File: config.mk
export PLATFORM = sky130hd
export DESIGN_NAME = instr_fetch_unit
export DESIGN_NICKNAME = d
export VERILOG_FILES = /design/src/rtl/rv32i_pkg.sv /design/src/rtl/fetch_skid_buf.sv /design/src/rtl/instr_fetch_unit.sv
export SDC_FILE = /design/constraint.sdc
export NUM_CORES = 1
export LEC_CHECK = 0
export ABC_AREA = 1
export CORE_AREA = 8 8 126 158
export DETAILED_ROUTE_END_ITERATION = 12
export DIE_AREA = 0 0 134 166
export PLACE_DENSITY = 0.81
export SYNTH_ARGS = -nofsm -noshare
export SYNTH_HDL_FRONTEND = slang
export SYNTH_SLANG_ARGS = --single-unit
File: constraint.sdc
create_clock -name clk -period 6.7 [get_ports clk]
set_input_delay 1.005 -clock clk [delete_from_list [all_inputs] [get_ports clk]]
set_output_delay 1.005 -clock clk [all_outputs]
set_load 0.02 [all_outputs]
File: src/rtl/rv32i_pkg.sv
// Shared RV32I definitions: base opcodes, canonical NOP, fetch FSM encoding
// and the {instr, pc} packet passed from fetch to decode.
package rv32i_pkg;

  localparam logic [6:0] OPC_LUI       = 7'b0110111;
  localparam logic [6:0] OPC_AUIPC     = 7'b0010111;
  localparam logic [6:0] OPC_JAL       = 7'b1101111;
  localparam logic [6:0] OPC_JALR      = 7'b1100111;
  localparam logic [6:0] OPC_BRANCH    = 7'b1100011;
  localparam logic [6:0] OPC_LOAD      = 7'b0000011;
  localparam logic [6:0] OPC_STORE     = 7'b0100011;
  localparam logic [6:0] OPC_ARITH_IMM = 7'b0010011;
  localparam logic [6:0] OPC_ARITH     = 7'b0110011;

  // addi x0, x0, 0
  localparam logic [31:0] NOP_ENC = 32'h0000_0013;

  localparam logic [1:0] S_REQ  = 2'd0;
  localparam logic [1:0] S_WAIT = 2'd1;
  localparam logic [1:0] S_KILL = 2'd2;

  typedef struct packed {
    logic [31:0] instr;
    logic [31:0] pc;
  } fetch_pkt_t;

  function automatic logic [31:0] word_align(input logic [31:0] addr);
    return addr & ~32'h3;
  endfunction

endpackage

File: src/rtl/fetch_skid_buf.sv
// One-entry skid buffer between fetch and decode: holds the registered output
// packet plus one overflow entry, with same-edge drain and flush.
module fetch_skid_buf
  import rv32i_pkg::*;
#(
  parameter logic [31:0] NOP_INSTR = NOP_ENC
) (
  input  logic       clk,
  input  logic       rst_n,
  input  logic       flush,
  input  logic       in_valid,
  input  fetch_pkt_t in_pkt,
  input  logic       out_ready,
  output logic       out_valid,
  output fetch_pkt_t out_pkt,
  output logic       skid_full
);

  localparam fetch_pkt_t EMPTY_PKT = '{instr: NOP_INSTR, pc: 32'h0};

  logic       out_valid_q, out_valid_d;
  fetch_pkt_t out_pkt_q, out_pkt_d;
  logic       skid_valid_q, skid_valid_d;
  fetch_pkt_t skid_pkt_q, skid_pkt_d;
  logic       consume;

  assign consume = out_valid_q & out_ready;

  // NOTE: every target gets a default before any branch, so no path leaves a
  // signal unassigned and no latch is inferred.
  always_comb begin
    out_valid_d  = out_valid_q;
    out_pkt_d    = out_pkt_q;
    skid_valid_d = skid_valid_q;
    skid_pkt_d   = skid_pkt_q;
    if (flush) begin
      out_valid_d  = 1'b0;
      out_pkt_d    = EMPTY_PKT;
      skid_valid_d = 1'b0;
    end else if (!out_valid_q || consume) begin
      if (skid_valid_q) begin
        // Skid drains into out; a response arriving now refills the skid.
        out_valid_d  = 1'b1;
        out_pkt_d    = skid_pkt_q;
        skid_valid_d = in_valid;
        if (in_valid) skid_pkt_d = in_pkt;
      end else if (in_valid) begin
        out_valid_d = 1'b1;
        out_pkt_d   = in_pkt;
      end else begin
        out_valid_d = 1'b0;
        out_pkt_d   = EMPTY_PKT;
      end
    end else if (in_valid) begin
      skid_valid_d = 1'b1;
      skid_pkt_d   = in_pkt;
    end
  end

  // NOTE: non-blocking assignments for all state so every flop samples the
  // pre-edge values regardless of block evaluation order.
  always_ff @(posedge clk or negedge rst_n) begin
    if (!rst_n) begin
      out_valid_q  <= 1'b0;
      out_pkt_q    <= EMPTY_PKT;
      skid_valid_q <= 1'b0;
    end else begin
      out_valid_q  <= out_valid_d;
      out_pkt_q    <= out_pkt_d;
      skid_valid_q <= skid_valid_d;
    end
  end

  // NOTE: the skid payload has no reset; it is only ever read when
  // skid_valid_q is set, so resetting it would buy nothing.
  always_ff @(posedge clk) begin
    skid_pkt_q <= skid_pkt_d;
  end

  assign out_valid = out_valid_q;
  assign out_pkt   = out_pkt_q;
  assign skid_full = skid_valid_q;

endmodule

File: src/rtl/instr_fetch_unit.sv
// RV32I fetch stage: PC, single-outstanding imem request FSM and redirect kill.
// Optional perf counters are built when FETCH_PERF_CNT_EN is defined.
module instr_fetch_unit
  import rv32i_pkg::*;
#(
  parameter logic [31:0] RESET_PC  = 32'h0000_0000,
  parameter logic [31:0] NOP_INSTR = NOP_ENC
`ifdef FETCH_PERF_CNT_EN
  ,
  parameter int          PERF_W    = 32
`endif
) (
  input  logic              clk,
  input  logic              rst_n,
  output logic              imem_req_valid,
  input  logic              imem_req_ready,
  output logic [31:0]       imem_req_addr,
  input  logic              imem_rsp_valid,
  input  logic [31:0]       imem_rsp_data,
  input  logic              redirect_valid,
  input  logic [31:0]       redirect_pc,
  output logic              id_valid,
  input  logic              id_ready,
  output logic [31:0]       id_instr,
  output logic [31:0]       id_pc
`ifdef FETCH_PERF_CNT_EN
  ,
  output logic [PERF_W-1:0] perf_fetch_cnt,
  output logic [PERF_W-1:0] perf_stall_cnt
`endif
);

  logic [1:0]  state_q, state_d;
  logic [31:0] pc_q, pc_d;
  logic [31:0] infl_pc_q, infl_pc_d;
  logic        skid_full;
  logic        req_fire;
  logic        rsp_capture;
  fetch_pkt_t  rsp_pkt;
  fetch_pkt_t  id_pkt;

  // Gated by rst_n so no request is presented while reset is held.
  assign imem_req_valid = rst_n && (state_q == S_REQ) && !skid_full;
  assign imem_req_addr  = pc_q;
  assign req_fire       = imem_req_valid && imem_req_ready;
  assign rsp_capture    = (state_q == S_WAIT) && imem_rsp_valid && !redirect_valid;
  assign rsp_pkt        = '{instr: imem_rsp_data, pc: infl_pc_q};

  always_comb begin
    state_d   = state_q;
    pc_d      = pc_q;
    infl_pc_d = infl_pc_q;
    if (redirect_valid) begin
      pc_d = word_align(redirect_pc);
      // A fetch accepted now or still in flight belongs to the old path.
      case (state_q)
        S_REQ:   state_d = req_fire ? S_KILL : S_REQ;
        S_WAIT,
        S_KILL:  state_d = imem_rsp_valid ? S_REQ : S_KILL;
        default: state_d = S_REQ;
      endcase
    end else begin
      case (state_q)
        S_REQ: begin
          if (req_fire) begin
            infl_pc_d = pc_q;
            pc_d      = pc_q + 32'd4;
            state_d   = S_WAIT;
          end
        end
        S_WAIT:  if (imem_rsp_valid) state_d = S_REQ;
        S_KILL:  if (imem_rsp_valid) state_d = S_REQ;
        default: state_d = S_REQ;
      endcase
    end
  end

  always_ff @(posedge clk or negedge rst_n) begin
    if (!rst_n) begin
      state_q   <= S_REQ;
      pc_q      <= RESET_PC;
      infl_pc_q <= RESET_PC;
    end else begin
      state_q   <= state_d;
      pc_q      <= pc_d;
      infl_pc_q <= infl_pc_d;
    end
  end

  fetch_skid_buf #(
    .NOP_INSTR (NOP_INSTR)
  ) u_skid (
    .clk       (clk),
    .rst_n     (rst_n),
    .flush     (redirect_valid),
    .in_valid  (rsp_capture),
    .in_pkt    (rsp_pkt),
    .out_ready (id_ready),
    .out_valid (id_valid),
    .out_pkt   (id_pkt),
    .skid_full (skid_full)
  );

  assign id_instr = id_pkt.instr;
  assign id_pc    = id_pkt.pc;

`ifdef FETCH_PERF_CNT_EN
  logic [PERF_W-1:0] perf_fetch_q, perf_fetch_d;
  logic [PERF_W-1:0] perf_stall_q, perf_stall_d;

  // Both counters saturate at all-ones.
  always_comb begin
    perf_fetch_d = perf_fetch_q;
    perf_stall_d = perf_stall_q;
    if (id_valid && id_ready && !(&perf_fetch_q))
      perf_fetch_d = perf_fetch_q + PERF_W'(1);
    if (id_valid && !id_ready && !(&perf_stall_q))
      perf_stall_d = perf_stall_q + PERF_W'(1);
  end

  always_ff @(posedge clk or negedge rst_n) begin
    if (!rst_n) begin
      perf_fetch_q <= '0;
      perf_stall_q <= '0;
    end else begin
      perf_fetch_q <= perf_fetch_d;
      perf_stall_q <= perf_stall_d;
    end
  end

  assign perf_fetch_cnt = perf_fetch_q;
  assign perf_stall_cnt = perf_stall_q;
`endif

endmodule
== After elaboration in Yosys (flattened, before gate mapping) ==
Cells that the tools add are included.
Storage, ports and cells
  input port bits: 70
  register bits after elaboration: 196
  logic and storage cells: 61
  output and inout bits: 98
Operators by class
  reduce and logical (&&, ||, !) cells: 19
  bitwise operators: 2
  add/subtract/negate cells: 1
  muxes and demuxes: 25
  equal/unequal tests: 5
Operators with widths (number)
  64-bit 2-to-1 mux: 7
  32-bit 2-to-1 mux: 3
  32-bit by 3-bit adder with 32-bit output, second input constant: 1
  2-bit 2-to-1 mux: 5
  1-bit 2-to-1 mux: 8
  2-bit one-hot mux with 2 select lines: 2
  2-bit AND reduction: 3
  2-bit nonzero test: 3
  1-bit logical AND: 5
  1-bit logical NOT: 3
  3-bit by 1-bit != test with 1-bit output, second input constant: 1
  3-bit != test, second input constant: 1
  3-bit AND reduction: 1
  3-bit nonzero test: 1
  2-bit by 1-bit == test with 1-bit output, second input constant: 1
  2-bit == test, second input constant: 1
  2-bit logical NOT: 1
  2-bit by 1-bit != test with 1-bit output, second input constant: 1
  2-bit OR reduction: 1
  1-bit bitwise AND: 1
  1-bit logical OR: 1
  1-bit inverter: 1

== Logic depth before layout (Yosys ltp) ==
  word-level depth: 7
  depth in mapped cells: 11
  depth with buffers taken out: 9

== Modules after synthesis ==
From an unflattened synthesis, not the netlist that was laid out.
Unflattened totals
  cell total of the unflattened synthesis: 1054
  area total of the unflattened synthesis: 8889.8 µm²
Modules (own cells, without submodules)
  fetch_skid_buf: seq. area each 3577.2 µm², instances 1, area an instance 5381.4 µm², cells each 569
  instr_fetch_unit: seq. area each 1551.5 µm², instances 1, area an instance 3508.4 µm², cells each 485

== Least setup slack after synthesis ==
Ideal clock, no wire load.
  kind: input to register
  start point: input redirect_valid
  end point: register u_skid.skid_pkt_q[10] (netlist bit) (enable)
  setup slack: 3647 ps
  data arrival time: 2637 ps
  path buffers: 1
  cell stages on the path: 4
  path through: buf_4 -> nor2_8 -> nand2_1 -> inv_1
Between the ends
  cells in the longest elaborated chain, start to end: 2
RTL lines
  from (decl): line instr_fetch_unit.sv:20  | input logic redirect_valid,
  1-bit inverter (no line)
  2-bit AND reduction (no line)
  to (signal assigned): line fetch_skid_buf.sv:77  | skid_pkt_q <= skid_pkt_d;
  to (decl): line fetch_skid_buf.sv:24  | fetch_pkt_t skid_pkt_q, skid_pkt_d;
Every way passes these cells.
A chain may end at the register's enable or synchronous reset.

== Final worst setup path ==
  start point: input id_ready
  end point: register u_skid.skid_pkt_q[35] (netlist bit) (enable)
Between the ends
  cells in the longest elaborated chain, start to end: 4
RTL lines
  from (decl): line instr_fetch_unit.sv:23  | input logic id_ready,
  1-bit bitwise AND: line fetch_skid_buf.sv:27  | assign consume = out_valid_q & out_ready;
  1-bit logical OR: line fetch_skid_buf.sv:40  | end else if (!out_valid_q || consume) begin
  2-bit by 1-bit != test with 1-bit output (no line)
  2-bit AND reduction (no line)
Every way passes these cells.

==> flow_metrics.env <==
export IMPL_cts_tree="built"
export IMPL_hold_path_class="flop to flop"
export IMPL_cts_resized=0
export IMPL_io_pins=168
export IMPL_max_cap_viol_count=0
export IMPL_cts_root_buf="clkbuf_16"
export IMPL_crit_fanout=35
export IMPL_power_w=0.00280
export IMPL_clockBufferDepth=2
export IMPL_syn_avg_cell_area_sq_um=9.04
export IMPL_peakVddDrop_mv=0.174
export IMPL_first_global_vias=7089
export IMPL_yosysWarnings=0
export IMPL_diodes=0
export IMPL_grt_usage_pct=20.3
export IMPL_status="finished clean"
export IMPL_power_density_nw_per_um2=257
export IMPL_io_buffers=163
export IMPL_ys_seq_area_share_pct=57.9
export IMPL_numCtsBuffers=17
export IMPL_path_class="input pin to flop"
export IMPL_vias=6996
export IMPL_start_util_pct=49.6
export IMPL_tightest_slew_ns=1.23
export IMPL_clkLatencyLatePin_ns=0.43
export IMPL_hold_slack_ns=0.442
export IMPL_drc=0
export IMPL_startpoint_type="input pin"
export IMPL_slew_headroom_pct=17.7
export IMPL_rsz0062_at_grt="no"
export IMPL_max_freq_ghz=0.270
export IMPL_antenna_found_initial=0
export IMPL_drive_above_1_share_pct=6.67
export IMPL_synth_distinct_cells=35
export IMPL_die_area_sq_um=22200
export IMPL_hold_buffers=0
export IMPL_maxSlewViolCount=0
export IMPL_path_clk_slew_ns=0.07
export IMPL_h_tree_depth=4
export IMPL_netlist_area_sq_um=8710
export IMPL_finalSetupViolCount=0
export IMPL_row_count=55
export IMPL_wl_per_cell_microns=16.5
export IMPL_wl_microns=22100
export IMPL_cts_sinks=189
export IMPL_antenna_left=0
export IMPL_grt_overflow=0
export IMPL_arrival_ns=3.78
export IMPL_syn_inst=963
export IMPL_vias_per_cell=5.23
export IMPL_fin_worst_skew_ns=0.00730
export IMPL_setup_tns_final_ns=0
export IMPL_grt_pass1_wl_microns=36300
export IMPL_place_congestion=0.842
export IMPL_die_h_microns=166
export IMPL_synth_seq_cells=189
export IMPL_core_area_sq_um=17500
export IMPL_nets=1171
export IMPL_area_delta_synth_final_pct=25.0
export IMPL_hold_violations=0
export IMPL_drtIter0Drc=450
export IMPL_firstDrtPassIters=5
export IMPL_final_core_util_pct=62.0
export IMPL_period_share_pct=55.3
export IMPL_grt_max_degree=81
export IMPL_p_leak_nw=4.56
export IMPL_min_period_ns=3.71
export IMPL_cp_required_ns=6.77
export IMPL_num_fill_cells=1473
export IMPL_post_cts_buffers=0
export IMPL_dpl_hpwl_microns=15000
export IMPL_worstSetupEndpointType="flop"
export IMPL_fp_dieW_microns=134
[synthesized netlist by cell type, drive strengths merged]
cell	number	area (sq um)
o21bai	7	52.6
edfxtp	62	1860
nor2	122	554
nor3	1	5.00
dfrtp	124	3100
o21ai	94	470
a21oi	73	365
dfstp	3	78.8
buf	39	274
o211ai	1	7.51
clkbuf	16	66.3
inv	58	220
a31oi	1	6.26
xnor2	5	43.8
nand2	231	905
a2bb2oi	1	8.76
xor2	2	17.5
and2	2	12.5
o21a	1	7.51
a22oi	8	60.1
nand3	107	536
ha	4	50.1
conb	1	3.75
[path summary, 6_finish.rpt]
check | slack (ns) | depth (start not counted) | to | start
setup / recovery | 2.99 | 8 | u_skid.skid_pkt_q[35]$_DFFE_PP_ | id_ready
hold reg to reg | 0.44 | 0 | u_skid.skid_pkt_q[5]$_DFFE_PP_ | infl_pc_q[5]$_DFFE_PN0P_
min in group asynchronous | 0.54 | 1 | imem_req_addr[5]$_DFFE_PN0P_ | rst_n
setup reg to reg | 3.61 | 8 | u_skid.skid_pkt_q[35]$_DFFE_PP_ | u_skid.out_valid$_DFFE_PN0P_
hold / removal | 0.44 | 0 | u_skid.skid_pkt_q[5]$_DFFE_PP_ | infl_pc_q[5]$_DFFE_PN0P_
max in group asynchronous | 4.81 | 2 | infl_pc_q[3]$_DFFE_PN0P_ | rst_n
[stage by stage]
step,std cells,worst slack [ns],cell area (sq um)
global placement,1306,2.59,10300
finish,1338,2.99,10900
detailed placement,1306,2.54,10300
CTS,1338,2.98,10900
floorplan,964,3.65,8710
global route,1338,2.81,10900
[per-layer routing]
layer  part of all wire [%]  vias up  GRT usage (%)
met5                      0        -              0
met4                    2.0        0           7.39
met3                    4.1       27           3.30
met2                     52      188           35.3
met1                     42     3335           24.8
li1                       -     3446              -
[where the power goes]
| part | switching (W) | internal [W] |
|---|---|---|
| Clock | 0.000424 | 0.000514 |
| Sequential | 0.000101 | 0.00132 |
| Combinational | 0.000256 | 0.000186 |
| Total | 0.000781 | 0.00202 |
[area by class of cell]
cell class | instances | area, sq um | area share [%]
inverter | 58 | 220 | 2.02
clock buffer | 23 | 488 | 4.48
tap | 228 | 285 | 2.62
sequential | 189 | 5040 | 46.3
multi-input combinational | 662 | 3110 | 28.6
timing repair buffer | 169 | 1670 | 15.4
clock inverter | 9 | 61.3 | 0.563
[worst max-delay path, stage by stage]
cell             delay, ns
clkdlybuf4s50_1       0.44
nor2_4                0.54
buf_4                 0.47
nor2_1                0.09
inv_1                 0.08
nand2_1               0.07
inv_2                 0.47
buf_4                 0.53
[cell families (layout without fill, tap and decap cells)]
| group | count (synthesis) | in the layout | share of synthesized area (%) |
|---|---|---|---|
| xor+xnor | 7 | 7 | 0.704 |
| fa+ha+maj | 4 | 4 | 0.575 |
| flops | 189 | 189 | 57.9 |
| buf+inv | 113 | 259 | 6.44 |
| other cells | 1 | 2 | 0.0431 |
| compound gates | 186 | 186 | 11.2 |
| simple gates | 463 | 463 | 23.1 |
[cells in the final DEF (no fill, tap or decap), drive strengths merged, types with 8 or more instances in the layout]
| cell type | instances |
|---|---|
| a22oi | 8 |
| inv | 58 |
| o21ai | 94 |
| clkdlybuf4s50 | 161 |
| clkbuf | 23 |
| edfxtp | 62 |
| a21oi | 73 |
| nand3 | 107 |
| nor2 | 122 |
| dfrtp | 124 |
| buf | 8 |
| nand2 | 231 |
[sequential cells by signal, indices dropped and copies added (netlist names)]
| register | flops |
|---|---|
| u_skid.skid_pkt_q | 62 |
| infl_pc_q | 30 |
| u_skid.out_pkt | 63 |
| u_skid.skid_full | 1 |
| u_skid.out_valid | 1 |
| imem_req_addr | 30 |
| state_q | 2 |
Note: power is estimated with default switching activity, not from simulation.
